[config.mk]
export PLATFORM = sky130hd
export DESIGN_NAME = motion_cmd_fifo
export DESIGN_NICKNAME = d
export VERILOG_FILES = /design/src/rtl/motion_cmd_fifo.sv
export SDC_FILE = /design/constraint.sdc
export NUM_CORES = 2
export LEC_CHECK = 0
export CAP_MARGIN = 40
export CORE_UTILIZATION = 63
export DETAILED_ROUTE_END_ITERATION = 10
export PLACE_DENSITY_LB_ADDON = 0.3
export SLEW_MARGIN = 0
export SYNTH_ARGS = -nofsm -noshare
export SYNTH_HDL_FRONTEND = slang
export SYNTH_SLANG_ARGS = --single-unit
export TNS_END_PERCENT = 1
[constraint.sdc]
create_clock -name clk_clk -period 25.9 [get_ports clk_clk]
set_clock_uncertainty 0.2 [all_clocks]
set_input_delay 5.18 -clock clk_clk [delete_from_list [all_inputs] [get_ports clk_clk]]
set_output_delay 5.18 -clock clk_clk [all_outputs]
set_load 0.02 [all_outputs]
[src/rtl/motion_cmd_fifo.sv]
// Command queue between the HPS command PIO and the motion core: toggle-driven push,
// first-word fall-through pop, status (level/full/empty/overflow/ack/pop count) back to HPS.
module motion_cmd_fifo #(
    parameter int AXES  = 5,
    parameter int DW    = 32,
    parameter int TW    = 8,
    parameter int DEPTH = 16
) (
    input  logic                 clk_clk,
    input  logic                 reset_reset,
    input  logic [TW-1:0]        cmd_type_in,
    input  logic [AXES*DW-1:0]   cmd_axes_in,
    input  logic [DW-1:0]        cmd_f_in,
    input  logic                 cmd_tgl_in,
    input  logic                 flush_in,
    input  logic                 ovf_clr_in,
    output logic                 m_valid,
    input  logic                 m_ready,
    output logic [TW-1:0]        m_type,
    output logic [AXES*DW-1:0]   m_axes,
    output logic [DW-1:0]        m_f,
    output logic                 ack_tgl,
    output logic [$clog2(DEPTH):0] level,
    output logic                 full,
    output logic                 empty,
    output logic                 overflow,
    output logic [15:0]          pop_count
);
    localparam int AW = $clog2(DEPTH);
    localparam int EW = TW + AXES * DW + DW;
    localparam logic [AW:0] LVL_FULL = (AW + 1)'(DEPTH);

    logic [EW-1:0] mem_q [DEPTH];
    logic [AW-1:0] wr_ptr_q, wr_ptr_d;
    logic [AW-1:0] rd_ptr_q, rd_ptr_d;
    logic [AW:0]   level_q, level_d;
    logic          tgl_q;
    logic          ack_q, ack_d;
    logic          ovf_q, ovf_d;
    logic [15:0]   pop_cnt_q, pop_cnt_d;

    logic          push, pop, push_ok, drop;
    logic          full_w, empty_w;
    logic [EW-1:0] head;

    // Handshake: m_valid is high whenever the queue holds an entry; a transfer happens on
    // every rising edge where m_valid && m_ready. m_* hold steady until that transfer.
    always_comb begin
        full_w  = (level_q == LVL_FULL);
        empty_w = (level_q == '0);
        push    = cmd_tgl_in ^ tgl_q;
        pop     = !empty_w && m_ready;
        // A full queue still takes a push when the head leaves in the same cycle.
        push_ok = push && (!full_w || pop) && !flush_in;
        drop    = push && full_w && !pop && !flush_in;
    end

    always_comb begin
        wr_ptr_d  = wr_ptr_q;
        rd_ptr_d  = rd_ptr_q;
        level_d   = level_q;
        ack_d     = ack_q;
        pop_cnt_d = pop_cnt_q;
        if (flush_in) begin
            wr_ptr_d = '0;
            rd_ptr_d = '0;
            level_d  = '0;
            // Acknowledge the discarded push anyway so the HPS handshake never stalls.
            if (push) begin
                ack_d = cmd_tgl_in;
            end
        end else begin
            if (push_ok) begin
                wr_ptr_d = wr_ptr_q + AW'(1);
                ack_d    = cmd_tgl_in;
            end
            if (pop) begin
                rd_ptr_d  = rd_ptr_q + AW'(1);
                pop_cnt_d = pop_cnt_q + 16'd1;
            end
            if (push_ok && !pop) begin
                level_d = level_q + (AW + 1)'(1);
            end else if (pop && !push_ok) begin
                level_d = level_q - (AW + 1)'(1);
            end
        end
        if (drop) begin
            ovf_d = 1'b1;
        end else if (ovf_clr_in) begin
            ovf_d = 1'b0;
        end else begin
            ovf_d = ovf_q;
        end
    end

    always_ff @(posedge clk_clk or posedge reset_reset) begin
        if (reset_reset) begin
            wr_ptr_q  <= '0;
            rd_ptr_q  <= '0;
            level_q   <= '0;
            tgl_q     <= 1'b0;
            ack_q     <= 1'b0;
            ovf_q     <= 1'b0;
            pop_cnt_q <= '0;
        end else begin
            wr_ptr_q  <= wr_ptr_d;
            rd_ptr_q  <= rd_ptr_d;
            level_q   <= level_d;
            tgl_q     <= cmd_tgl_in;
            ack_q     <= ack_d;
            ovf_q     <= ovf_d;
            pop_cnt_q <= pop_cnt_d;
        end
    end

    // Storage carries no reset; stale words are never visible because m_* are masked when empty.
    always_ff @(posedge clk_clk) begin
        if (push_ok) begin
            mem_q[wr_ptr_q] <= {cmd_type_in, cmd_axes_in, cmd_f_in};
        end
    end

    always_comb begin
        head = empty_w ? '0 : mem_q[rd_ptr_q];
    end

    assign m_valid   = !empty_w;
    assign m_type    = head[EW-1 -: TW];
    assign m_axes    = head[DW +: AXES*DW];
    assign m_f       = head[DW-1:0];
    assign ack_tgl   = ack_q;
    assign level     = level_q;
    assign full      = full_w;
    assign empty     = empty_w;
    assign overflow  = ovf_q;
    assign pop_count = pop_cnt_q;

endmodule
==> metrics <==
status=finished, final reports clean; power density over the cells=96.68 nW/um^2; Lkg Pwr=42.46 nW; pin count of the biggest net entering global routing=154; Pwr Total=13.62 mW; Sum Neg Setup Slack=0 ns; Synth Area in XOR/XNOR=0.1707%; Peak VDD IR=82.37 uV; clk buf depth=4; worst slew pin tran=1.226 ns; CTS resizes=0; core outline area=192800 um^2; slew margin rel.=18.24%; share of post-route cells with drive strength above 1=23.37%; Slew Limit Fails=0; most common cell after layout, fill and taps aside=edfxtp_1; Post-synth ARST share=0.9901%; mux cell area share after synthesis=18.06%; Die Area=196000 um^2; CP max FO=46; cts bufs inserted=326; Post-synth EDFFs=3200; Detail Route Antenna Nets=0; Post-Syn Instances=5061; number of synthesized register bits=3232; Post-Synth Adder-Cell Area=0.1186%; Die Width=442.8 um; first-pass GRT wire length=413.2 mm; initial antenna violation count=60; CTS root buf=clkbuf_16; Detailed Routing Iterations Pass 1=5; # clock sinks=3232; final WL=285.4 mm; Initial Util=63.49%; R2R cell count=7; DRC=0; CTS tree=yes; wire per inst=33.68 um; Top Ports=432; largest family of logic cells by synthesized area=multiplexers; Vias/cell=6.775; GPL Wtd Cong=0.7656; Top FF cell, synth=edfxtp_1; Startpoint Class=flop; commonest cells after routing, fill and taps aside=3200 x edfxtp_1, 800 x mux4_2, 431 x clkdlybuf4s50_1; Fin. Hold Viols=0; yosys warns=0; sequential-to-total area share from yosys stat=79.17%; critical path endpoint category=primary output; vias in the first global route=60230; FILL cells=10240; worst hold path class=reg -> reg; synth top area cells=edfxtp_1 79%, mux4_2 15%, mux2i_1 3.3%; Layout area overhead=15.11%; syn_area_per_cell=24.18 um^2; Synth area leader=edfxtp_1; postcts setup bufs=0; Post-layout nets=5902; simple-gate share of the synthesized area=0.3292%; DP HPWL=141.3 mm; CP arrival=6.58 ns; Compound-Gate Fraction of Synth Area=1.155%; overall routing resource usage=29.45%; Die Span Y=442.8 um; top-area cell type share of the netlist area=78.51%; RSZ-0062 raised after global routing=false; synthesized area=122400 um^2; library cells used by synthesis=43; Hold Buf Count CTS=0; H-tree depth=5; vias=57400; Crit Path Category=reg -> out; maxcap violations=0; FP Rows=161; Hold Path Depth=1; grt ovf=0; fin crit period=11.96 ns; Worst-Skew Late Latency=0.94 ns; # port buffers=431; FMAX=0.08361 GHz; setup violators final=0; syn nets=5278; period utilisation layout=46.18%; DRT iter0 DRCs=6229; critical path required time=20.52 ns; Reg clk slew, reported paths=0.06 ns
-- stage by stage --
step / util (%) / cell area (um^2) / worst slack, ns / std cells / hold WS (ns)
final: 73.08 / 140900 / 13.94 / 8473 / 0.2789
after global routing: 73.08 / 140900 / 13.70 / 8473 / 0.2923
after CTS: 73.04 / 140800 / 13.96 / 8443 / 0.2791
after detailed placement: 67.89 / 130900 / 15.03 / 7883 / 0.2638
after global placement: 67.33 / 129800 / 14.45 / 7842 / 0.2567
after floorplan: - / 122400 / 4.902 / 5061 / 0.3012
-- metal layers --
metal  vias up  GRT usage [%]  part of all wire (%)  wire (um)
met1     30590          38.47                    36     102800
met4        40          13.39                   4.5      12810
li1      23090              -                     -          -
met5         -              0                 0.090        257
met3       591          5.439                   8.6      24400
met2      3088          48.91                    51     145100
-- synthesized netlist by cell type, drive strengths merged (11+ instances only) --
library cell,n
nor2,24
nand2,20
nand3,11
clkbuf,123
xnor2,16
edfxtp,3200
mux2i,406
o22ai,201
buf,153
mux4,800
dfrtp,32
-- cells by family (layout without fill, tap and decap cells) --
group / after synthesis / after routing
other: 0 / 30
buffers and inverters: 286 / 1142
adder cells (fa/ha/maj): 11 / 11
AND/OR/NAND/NOR: 80 / 80
multiplexers: 1208 / 1208
XOR/XNOR: 23 / 23
AO/OA/AOI/OAI: 221 / 221
flip-flops: 3232 / 3232
-- report_power, final --
part           leakage (nW)  switching (mW)  internal [mW]  total, mW
logic                  8.34            1.75           1.53       3.28
registers              29.2          0.0491           5.84       5.89
clock network          4.87            1.87           2.58       4.45
total                  42.5            3.67           9.95       13.6
-- final timing paths --
check / slack, ns / from / to
max reg2reg: 20.88 / level[4] / mem_q[13][137]
min: 0.28 / pop_count[15] / pop_count[15]
min in group asynchronous: 4.44 / reset_reset / pop_count[6]
max in group asynchronous: 20.71 / reset_reset / rd_ptr_q[1]
max: 13.94 / rd_ptr_q[2] / m_axes[131]
min reg2reg: 0.28 / pop_count[15] / pop_count[15]
-- layout make-up --
class,instances,area [um^2],share of cell area (%)
Clock inverter,154,1247,0.8854
Tap cell,2526,3161,2.243
Sequential cell,3232,96900,68.78
Multi-Input combinational cell,1543,24400,17.32
Antenna cell,30,75.07,0.05328
Inverter,10,37.54,0.02664
Timing Repair Buffer,572,6374,4.524
Clock buffer,406,8691,6.169
-- sequential cells by signal (all words and copies together), names as in the netlist --
| name | cells |
|---|---|
| ack_tgl | 1 |
| level | 5 |
| mem_q | 3200 |
| overflow | 1 |
| pop_count | 16 |
| rd_ptr_q | 4 |
| tgl_q | 1 |
| wr_ptr_q | 4 |
-- worst max-delay path, cell delays in order, from the launching register on --
cell and delay, ns:
dfrtp_4 0.90, buf_4 0.82, buf_4 0.78, buf_4 0.82
buf_4 0.30, buf_16 0.34, mux2i_1 0.14, o22ai_1 0.62
clkdlybuf4s50_1 0.75
Note: power is estimated with default switching activity, not from simulation.
